## config.mk

```make
export PLATFORM = sky130hd
export DESIGN_NAME = tmds_encoder
export DESIGN_NICKNAME = d
export VERILOG_FILES = /design/src/rtl/tmds_pkg.sv /design/src/rtl/tm_choice.sv /design/src/rtl/tmds_encoder.sv
export SDC_FILE = /design/constraint.sdc
export NUM_CORES = 1
export LEC_CHECK = 0
export CORE_AREA = 2 2 61 63
export DETAILED_ROUTE_END_ITERATION = 6
export DIE_AREA = 0 0 63 65
export PLACE_DENSITY = 0.72
export REMOVE_ABC_BUFFERS = 1
export SYNTH_ARGS = -nofsm -noshare
export SYNTH_HDL_FRONTEND = slang
export SYNTH_SLANG_ARGS = --single-unit
```

## constraint.sdc

```tcl
create_clock -name clk_in -period 11.3 [get_ports clk_in]
set_input_delay 1.695 -clock clk_in [delete_from_list [all_inputs] [get_ports clk_in]]
set_output_delay 1.695 -clock clk_in [all_outputs]
set_load 0.005 [all_outputs]
```

## src/rtl/tmds_pkg.sv

```systemverilog
// Shared constants for the TMDS channel encoder: control symbols and
// the running-disparity tally type.
package tmds_pkg;

    localparam int CNT_W = 5;

    typedef logic signed [CNT_W-1:0] cnt_t;

    // Control-period symbols, indexed by {C1,C0}
    localparam logic [9:0] CTRL_00 = 10'h354;
    localparam logic [9:0] CTRL_01 = 10'h0AB;
    localparam logic [9:0] CTRL_10 = 10'h154;
    localparam logic [9:0] CTRL_11 = 10'h2AB;

endpackage

```

## src/rtl/tm_choice.sv

```systemverilog
// Transition-minimisation stage: turns a pixel byte into the 9-bit q_m
// word, choosing XOR or XNOR chaining to minimise transitions.
module tm_choice (
    input  logic [7:0] data,
    output logic [8:0] q_m
);

    // Bit 8 flags the chaining mode: 1 = XOR, 0 = XNOR.
    function automatic logic [8:0] minimise(input logic [7:0] d);
        logic [3:0] ones;
        logic       use_xnor;
        logic       prev;
        logic [8:0] q;
        ones = '0;
        for (int i = 0; i < 8; i++) begin
            ones = ones + 4'(d[i]);
        end
        use_xnor = (ones > 4'd4) || ((ones == 4'd4) && !d[0]);
        prev = d[0];
        q = '0;
        q[0] = prev;
        for (int i = 1; i < 8; i++) begin
            prev = use_xnor ? ~(prev ^ d[i]) : (prev ^ d[i]);
            q[i] = prev;
        end
        q[8] = ~use_xnor;
        return q;
    endfunction

    assign q_m = minimise(data);

endmodule

```

## src/rtl/tmds_encoder.sv

```systemverilog
// DVI/HDMI TMDS channel encoder: one registered 10-bit symbol per pixel
// clock, DC-balanced with a signed running-disparity tally.
module tmds_encoder
    import tmds_pkg::*;
(
    input  logic       clk_in,
    input  logic       rst_in,
    input  logic [7:0] data_in,
    input  logic [1:0] control_in,
    input  logic       ve_in,
    output logic [9:0] tmds_out
);

    logic [8:0] q_m;
    logic [3:0] n1;
    logic [3:0] n0;
    cnt_t       diff;
    cnt_t       cnt;
    cnt_t       cnt_next;
    logic [9:0] sym_next;

    tm_choice u_tm_choice (
        .data (data_in),
        .q_m  (q_m)
    );

    function automatic logic [3:0] count_ones(input logic [7:0] v);
        logic [3:0] n;
        n = '0;
        for (int i = 0; i < 8; i++) begin
            n = n + 4'(v[i]);
        end
        return n;
    endfunction

    assign n1   = count_ones(q_m[7:0]);
    assign n0   = 4'd8 - n1;
    assign diff = $signed({1'b0, n1}) - $signed({1'b0, n0});

    // Next symbol and next tally; sign tests use the registered tally.
    always_comb begin
        sym_next = '0;
        cnt_next = cnt;
        if (!ve_in) begin
            case (control_in)
                2'b00:   sym_next = CTRL_00;
                2'b01:   sym_next = CTRL_01;
                2'b10:   sym_next = CTRL_10;
                default: sym_next = CTRL_11;
            endcase
            cnt_next = '0;
        end else if ((cnt == 5'sd0) || (n1 == n0)) begin
            sym_next = {~q_m[8], q_m[8], q_m[8] ? q_m[7:0] : ~q_m[7:0]};
            cnt_next = q_m[8] ? (cnt + diff) : (cnt - diff);
        end else if (((cnt > 5'sd0) && (n1 > n0)) || ((cnt < 5'sd0) && (n0 > n1))) begin
            sym_next = {1'b1, q_m[8], ~q_m[7:0]};
            cnt_next = cnt + (q_m[8] ? 5'sd2 : 5'sd0) - diff;
        end else begin
            sym_next = {1'b0, q_m[8], q_m[7:0]};
            cnt_next = cnt + diff - (q_m[8] ? 5'sd0 : 5'sd2);
        end
    end

    // Symbol and tally registers; reset clears both.
    always_ff @(posedge clk_in) begin
        if (rst_in) begin
            tmds_out <= '0;
            cnt      <= '0;
        end else begin
            tmds_out <= sym_next;
            cnt      <= cnt_next;
        end
    end

endmodule
```

==> impl_metrics.json, run 1 <==
{
  "clock_path_buffers": 2,
  "hold_path.class": "reg -> reg",
  "critPathMaxStageDelay_ns": 0.80,
  "r2r-end": "cnt[4]",
  "first_pass_iters": 4,
  "r2r_start": "cnt[1]",
  "gp_congestion": 0.8489,
  "worst_pin_slew_ns": 1.044,
  "hold_path_end": "cnt[0]",
  "grt_max_degree": 18,
  "grt-busiest-layer": "met2",
  "die_w_um": 63,
  "grt_pass1_wl_um": 5706,
  "use_met1_pct": 21.76,
  "grt_pass1_vias": 1306,
  "start_kind": "input port",
  "synthXorXnorAreaFrac_pct": 19.01,
  "period_needed_ns": 9.498,
  "cp.arrival_ns": 9.63,
  "finalNetCount": 238,
  "viasPerCell": 4.916,
  "wl_um": 3053,
  "yosysTopAreaCell": "dfxtp_1",
  "post_cts_buffers": 0,
  "clock-sinks": 15,
  "path_class": "in -> reg",
  "n_antenna_cell": 0,
  "drive_gt1_share_pct": 9.474,
  "synth_top_family_by_area": "adder cells",
  "hold_path_startpoint": "cnt[0]",
  "clock_latency_ns": 0.27,
  "hold_depth": 2,
  "drc_errors": 0,
  "syn_inst": 167,
  "synth_warnings": 0,
  "ys_ff_latch": 15,
  "avgSynthCellArea_um2": 9.852,
  "io_buffer_count": 22,
  "num_rows": 22,
  "relSlewSlack_pct": 30.37,
  "synthAdderAreaFrac_pct": 31.33,
  "slowest_stage": "a32oi_1",
  "setup_viol": 0,
  "syn_area_mm2": 0.001645,
  "use_met2_pct": 30.59,
  "path_cells": "clkdlybuf4s50_1, ha_1, inv_1, fa_1, fa_1, inv_1, fa_1, fa_1, nor3b_1, o22ai_2, xnor2_1, fa_1, inv_1, fa_1, fa_1, ha_1, fa_1, xnor2_2, inv_2, a32oi_1, or2b_1, mux2i_4, xnor2_1, o21ai_1",
  "fmax_ghz": 0.1053,
  "grt_use_total_pct": 17.36,
  "max_cap_viol_count": 0,
  "htreeDepth": 1,
  "cts-resized-gates": 0,
  "fin_skew_ns": 0.001688,
  "ys_types": 35,
  "use_met3_pct": 1.736,
  "die_y_um": 65,
  "detail-route-antenna-nets": 0,
  "drv_slew": 0,
  "fin_crit_sh_pct": 84.05,
  "antenna_found_initial": 0,
  "layout_common_cells": "inv_1, ha_1, clkdlybuf4s50_1",
  "synth_area_leaders": "dfxtp_1, ha_1, fa_1",
  "ctsHoldBuffers": 0,
  "yosys.area_share.simple_pct": 6.160,
  "endpoint_kind": "register",
  "io_pins": 23,
  "r2r_setup_slack_ns": 8.91,
  "rsz0062_at_grt": "false",
  "final_common_cell": "inv_1",
  "cts-root-buf": "clkbuf_4",
  "cts_buffers": 3,
  "vias": 1170,
  "clkTransAtPathRegs_ns": 0.08,
  "core-area_mm2": 0.003496,
  "ff2ff_path_depth": 9,
  "tns_ns": 0,
  "start_util_pct": 47.07,
  "yosysTopAreaCellShare_pct": 18.25,
  "wire_per_inst_um": 12.83,
  "required_ns": 11.44,
  "cts_tree": "yes",
  "synthMuxAreaShare_pct": 4.563,
  "drt_iter0_markers": 26,
  "syn_to_final_growth_pct": 17.87,
  "dp_hpwl_um": 2683,
  "status": "complete, no violations",
  "fillers": 320,
  "worst_path_most_repeated_cell": "fa_1",
  "hold_violations": 0,
  "grt-ovfl-total": 0,
  "synth_compound_area_share_pct": 12.85,
  "ys_seq_area_share_pct": 18.25,
  "die-area_mm2": 0.004095,
  "critPathMaxFanout": 17
}
## final cells by class
class | count | area (um2) | area share, %
sequential | 15 | 300.3 | 15.48
clock buffer | 4 | 26.28 | 1.355
inverter | 31 | 116.4 | 6.000
tap | 48 | 60.06 | 3.097
multi-input combinational | 118 | 1216 | 62.71
timing repair buffer | 22 | 220.2 | 11.35
## metal layers
metal	wire length, um	share of wire [%]
met5	0	0
met1	1347	44
met4	66	2.2
met3	102	3.3
met2	1536	50
## cells in the mapped netlist, drive strengths merged
cell / n
mux2i: 5
xor2: 8
a32oi: 1
nor3b: 1
o311a: 1
nand2: 2
a41oi: 1
or3: 1
nor2b: 1
a311o: 1
fa: 12
nor3: 1
o21ai: 15
a21o: 2
clkbuf: 2
buf: 1
a211oi: 3
inv: 31
xnor2: 18
nand2b: 1
xor3: 1
nor2: 10
dfxtp: 15
o22ai: 1
a21oi: 6
nand3: 1
and2: 1
or2b: 1
ha: 22
nor4: 1
## how the worst max path moves through the flow
| stage | from | to | slack [ns] | cells past startpoint |
|---|---|---|---|---|
| 6_report | data_in[0] | tmds_out[1] | 1.80 | 24 |
| 5_1_grt | data_in[0] | tmds_out[3] | 1.34 | 24 |
| 4_1_cts | data_in[0] | tmds_out[5] | 1.75 | 24 |
| 3_5_place_dp | data_in[0] | tmds_out[1] | 1.49 | 24 |
| 3_3_place_gp | data_in[0] | tmds_out[5] | 1.65 | 24 |
| 2_1_floorplan | data_in[0] | tmds_out[5] | 2.56 | 23 |
## stage by stage
stage	worst slack (ns)	instances	hold slack (ns)	utilization (%)	area, um2
finish	1.802	238	0.4434	55.48	1939
global route	1.341	238	0.4685	55.48	1939
CTS	1.754	238	0.4406	55.48	1939
detailed placement	1.493	234	0.4264	54.72	1913
global placement	1.653	234	0.4202	54.72	1913
floorplan	2.563	164	0.4083	-	1633
## flip-flops by register name, summed over array words and instances, names as in the netlist
name,cells
tmds_out,10
cnt,5
## logic make-up after synthesis
| logic type | Yosys count |
|---|---|
| adders and majority gates | 34 |
| xor gates and xnor gates | 27 |
| buffers and inverters | 34 |
| AOI/OAI and AO/OA | 31 |
| and+or+nand+nor | 21 |
| DFF | 15 |
| muxes | 5 |
## worst max-delay path: cells and delay by family
kind,cells,cell delay (ns)
buffers and inverters,5,0.73
muxes,1,0.22
adders and majority gates,10,4.41
AOI/OAI and AO/OA,3,1.61
xor gates and xnor gates,3,0.59
and+or+nand+nor,2,0.37
Power of run 1 is not shown: default switching activity piles up to over one toggle a cycle in this logic, so the estimate is an artifact.
==> run 2: changes to the inputs <==
PLACE_DENSITY = 0.74   (was 0.72)
clock period = 7.8 ns   (was 11.3 ns; I/O delays follow)
==> run 2 against run 1 <==
Against the previous run:
- worst hold slack lost 0.00075 ns
- via count grew 6.7%
- core utilization grew 7.5 points
- global-route usage shrank 1.2 points
- critical endpoint is now cnt[4]
==> impl_metrics.json, run 2 (synthesis results as in run 1) <==
{
  "drive_gt1_share_pct": 28.37,
  "htreeDepth": 1,
  "clock-sinks": 15,
  "die_w_um": 63,
  "worst_path_most_repeated_cell": "fa_1",
  "io_buffer_count": 22,
  "detail-route-antenna-nets": 0,
  "hold_path_startpoint": "cnt[0]",
  "fmax_ghz": 0.1324,
  "cts_tree": "yes",
  "vias": 1248,
  "fin_skew_ns": 0.002542,
  "multi_input_area_mm2": 0.001295,
  "dp_cells": 258,
  "wire_per_inst_um": 11.98,
  "die-area_mm2": 0.004095,
  "relSlewSlack_pct": 66.60,
  "reg_top3": "tmds_out x10, cnt x5",
  "rsz0062_at_grt": "false",
  "dp_hpwl_um": 2724,
  "cts_buffers": 3,
  "cts-root-buf": "clkbuf_4",
  "drc_errors": 0,
  "wl_um": 3151,
  "setup_viol": 0,
  "r2r_start": "cnt[1]",
  "drt_iter0_markers": 27,
  "worst_pin_slew_ns": 0.4957,
  "r2r_setup_slack_ns": 5.45,
  "grt_pass1_wl_um": 5333,
  "fillers": 273,
  "regArea_um2": 300.3,
  "core-area_mm2": 0.003496,
  "cp.arrival_ns": 7.75,
  "start_kind": "input port",
  "fin_crit_sh_pct": 96.86,
  "clock_latency_ns": 0.27,
  "largest_reg_flops": 10,
  "gp_congestion": 0.8831,
  "drv_slew": 0,
  "syn_to_final_growth_pct": 33.84,
  "grt_use_total_pct": 16.17,
  "fin_cells": 263,
  "max_cap_viol_count": 0,
  "path_class": "in -> reg",
  "grt_pass1_vias": 1261,
  "first_pass_iters": 4,
  "clkTransAtPathRegs_ns": 0.08,
  "largest-register": "tmds_out",
  "slowest_stage": "fa_1",
  "status": "complete, no violations",
  "num_rows": 22,
  "final_common_cell": "buf_4",
  "crit_path_start": "data_in[0]",
  "critPathMaxFanout": 3,
  "die_y_um": 65,
  "finalNetCount": 263,
  "antenna_found_initial": 0,
  "grt_max_degree": 16,
  "hold_path.class": "reg -> reg",
  "critPathMaxStageDelay_ns": 0.51,
  "hold_violations": 0,
  "layout_common_cells": "buf_4, inv_1, ha_1, clkdlybuf4s50_1, dfxtp_1",
  "n_antenna_cell": 0,
  "start_util_pct": 47.07,
  "viasPerCell": 4.745,
  "required_ns": 8.00,
  "grt-ovfl-total": 0,
  "clock_path_buffers": 2,
  "endpoint_kind": "register",
  "period_needed_ns": 7.555,
  "io_pins": 23
}
==> run 2: cell types whose count changed in the layout (fill, tap and decap cells not counted), moves of 3 or more <==
cell	delta
ha_1	-4
ha_4	+3
clkdlybuf4s50_1	-4
inv_1	-3
fa_1	-3
buf_4	+25
fa_2	+3
inv_2	+3
==> run 2: final timing paths <==
path,to,depth (start not counted)
setup / recovery,cnt[4],25
setup reg to reg,cnt[4],9
hold reg to reg,cnt[0],2
hold / removal,cnt[0],2
==> run 2: repair_timing <==
item | 4_1_cts | 5_1_grt
gates resized for setup | 10 | 15
gates cloned | 0 | 0
endpoints found under the hold margin | 0 | 0
hold buffers | 0 | 0
setup buffers | 1 | 0
pin swaps | 16 | 18
setup endpoints to repair | 10 | 12
==> run 2: critical path: cells and delay by family <==
kind / cells / cell delay (ns)
adders and majority gates: 12 / 4.81
AOI/OAI and AO/OA: 3 / 0.66
and+or+nand+nor: 3 / 0.56
buffers and inverters: 6 / 0.38
xor gates and xnor gates: 1 / 0.16
==> run 2: cell type report <==
class | instances | share of cell area, %
flip-flops and latches | 15 | 13.64
clock buffers | 3 | 1.023
repair buffers | 47 | 18.30
clock inverters | 1 | 0.2273
inverters | 31 | 5.284
well taps | 48 | 2.727
multi-input cells | 118 | 58.81
==> run 2: routing by layer <==
metal / routed length (um) / track usage [%] / part of all wire [%] / vias to the layer above
li1: - / - / - / 634
met1: 1420 / 19.28 / 45 / 589
met2: 1635 / 31.65 / 52 / 23
met3: 78 / 1.042 / 2.5 / 2
met4: 17 / 3.333 / 0.54 / 0
met5: 0 / 0 / 0 / -
==> run 2: stage by stage <==
step | util [%] | setup TNS, ns | hold slack (ns) | cell area [um2] | setup WS (ns)
after floorplan | - | -3.376 | 0.4083 | 1633 | -0.4115
after global placement | 59.88 | -2.686 | 0.4176 | 2093 | -0.4762
after detailed placement | 59.88 | -4.640 | 0.4339 | 2093 | -0.5757
after CTS | 61.67 | 0 | 0.4472 | 2156 | 0.007305
after global routing | 62.99 | 0 | 0.4850 | 2202 | 0.007662
final | 62.99 | 0 | 0.4427 | 2202 | 0.2450
Power of run 2 is left out for the same reason.
==> run 3: changes to the inputs <==
CORE_AREA = 2 2 72 53   (was 2 2 61 63)
DIE_AREA = 0 0 74 55   (was 0 0 63 65)
PLACE_DENSITY = 0.76   (was 0.74)
==> run 3 against run 2 <==
Against the previous run:
- worst hold slack worse by 0.012 ns
- flip-flop and latch count unchanged
- cell count up 2.3%
- critical path depth unchanged
- clock skew about the same
- first-iteration DRC count up 85%
- register-to-register slack better by 0.10 ns
- maximum frequency down 0.82%
- non-clock buffer count up 4
- global-route usage up 2.9 points
- wire length up 18%
- critical path type unchanged
==> impl_metrics.json, run 3 (synthesis results as in run 1) <==
{
  "layout_common_cells": "buf_4, inv_1, ha_1, clkdlybuf4s50_1, dfxtp_1",
  "slowest_stage": "fa_1",
  "io_pins": 23,
  "largest-register": "tmds_out",
  "hold_path.class": "reg -> reg",
  "worst_path_most_repeated_cell": "fa_1",
  "cts_tree": "yes",
  "fin_crit_sh_pct": 97.66,
  "crit_family": "adder cells",
  "die-area_mm2": 0.004070,
  "drt_iter0_markers": 50,
  "status": "complete, no violations",
  "die_y_um": 55,
  "clock_path_buffers": 2,
  "clock_latency_ns": 0.24,
  "setup_viol": 0,
  "hold_path_end": "cnt[0]",
  "cts-root-buf": "clkbuf_8",
  "fillers": 242,
  "place_ws_ns": -0.6602,
  "critPathBufInv": 6,
  "n_antenna_cell": 0,
  "grt_use_total_pct": 19.09,
  "multi_input_area_mm2": 0.001295,
  "first_pass_iters": 4,
  "clock-sinks": 15,
  "cts_buffers": 3,
  "r2r-end": "cnt[4]",
  "start_util_pct": 48.38,
  "hold_violations": 0,
  "critPathMaxFanout": 3,
  "regArea_um2": 300.3,
  "clkTransAtPathRegs_ns": 0.05,
  "whs_ns": 0.4305,
  "reg_top3": "tmds_out x10, cnt x5",
  "core-area_mm2": 0.003401,
  "ff2ff_path_depth": 9,
  "num_rows": 18,
  "max_cap_viol_count": 0,
  "finalNetCount": 267,
  "hold_depth": 2,
  "relSlewSlack_pct": 66.01,
  "wire_per_inst_um": 13.77,
  "worst_slack_ns": 0.1827,
  "syn_to_final_growth_pct": 36.43,
  "start_kind": "input port",
  "worst_pin_slew_ns": 0.5052,
  "grt_pass1_vias": 1306,
  "dp_hpwl_um": 3062,
  "vias": 1294,
  "period_needed_ns": 7.617,
  "required_ns": 7.96,
  "path_class": "in -> reg",
  "cp.arrival_ns": 7.78,
  "antenna_found_initial": 0,
  "hold_path_startpoint": "cnt[0]",
  "r2r_setup_slack_ns": 5.55,
  "drive_gt1_share_pct": 29.22,
  "fmax_ghz": 0.1313,
  "io_buffer_count": 22,
  "r2r_start": "cnt[1]",
  "htreeDepth": 1,
  "wl_um": 3705,
  "critPathMaxStageDelay_ns": 0.55,
  "grt-ovfl-total": 0,
  "rsz0062_at_grt": "false",
  "drv_slew": 0,
  "grt_max_degree": 16,
  "die_w_um": 74,
  "critical_path_depth": 25,
  "endpoint_kind": "register",
  "largest_reg_flops": 10,
  "ctsHoldBuffers": 0,
  "viasPerCell": 4.810,
  "grt_pass1_wl_um": 5858,
  "drc_errors": 0,
  "detail-route-antenna-nets": 0,
  "gp_congestion": 0.8259,
  "final_common_cell": "buf_4",
  "fin_skew_ns": 0.002075
}
==> run 3: changes by cell type in the layout (fill, tap and decap cells not counted), sizes merged <==
cell	previous run	this run
dlymetal6s2s	2	0
buf	25	31
clkbuf	5	4
clkinv	1	0
dlygate4sd2	0	2
==> run 3: repair_timing <==
action | 4_1_cts | 5_1_grt
pin swaps | 19 | 13
setup buffers | 2 | 3
endpoints found under the setup margin | 13 | 12
resized for setup | 22 | 4
==> run 3: metal layers <==
| metal | share of wire [%] | up-vias | GRT usage [%] | wire [um] |
|---|---|---|---|---|
| met5 | 0 | - | 0 | 0 |
| met4 | 0.62 | 0 | 5.152 | 23 |
| met3 | 5.3 | 2 | 3.442 | 197 |
| met2 | 52 | 40 | 36.76 | 1913 |
| met1 | 42 | 602 | 22.14 | 1570 |
| li1 | - | 650 | - | - |
==> run 3: per-stage QoR <==
step | instance area (um2) | util (%) | cells | TNS, ns
final | 2245 | 66.00 | 269 | 0
after global routing | 2245 | 66.00 | 269 | 0
after CTS | 2192 | 64.46 | 266 | 0
after detailed placement | 2096 | 61.63 | 260 | -5.378
after global placement | 2096 | 61.63 | 260 | -2.482
after floorplan | 1633 | - | 164 | -3.376
==> run 3: worst min-delay path, cell delays in order, from the launching register on <==
cell and delay [ns]:
dfxtp_1 0.31, inv_1 0.05, nor2_1 0.03
==> run 3: worst max-delay path by stage <==
stage | start | to
CTS | data_in[0] | cnt[4]
detailed placement | data_in[0] | cnt[4]
floorplan | data_in[0] | tmds_out[5]
finish | data_in[0] | cnt[4]
global route | data_in[0] | cnt[4]
global placement | data_in[0] | cnt[4]
==> run 3: cell type report <==
class | count | area share, %
well taps | 50 | 2.787
multi-input cells | 118 | 57.69
flip-flops and latches | 15 | 13.38
repair buffers | 51 | 18.95
clock buffers | 4 | 2.007
inverters | 31 | 5.184
Power of run 3 is left out for the same reason.
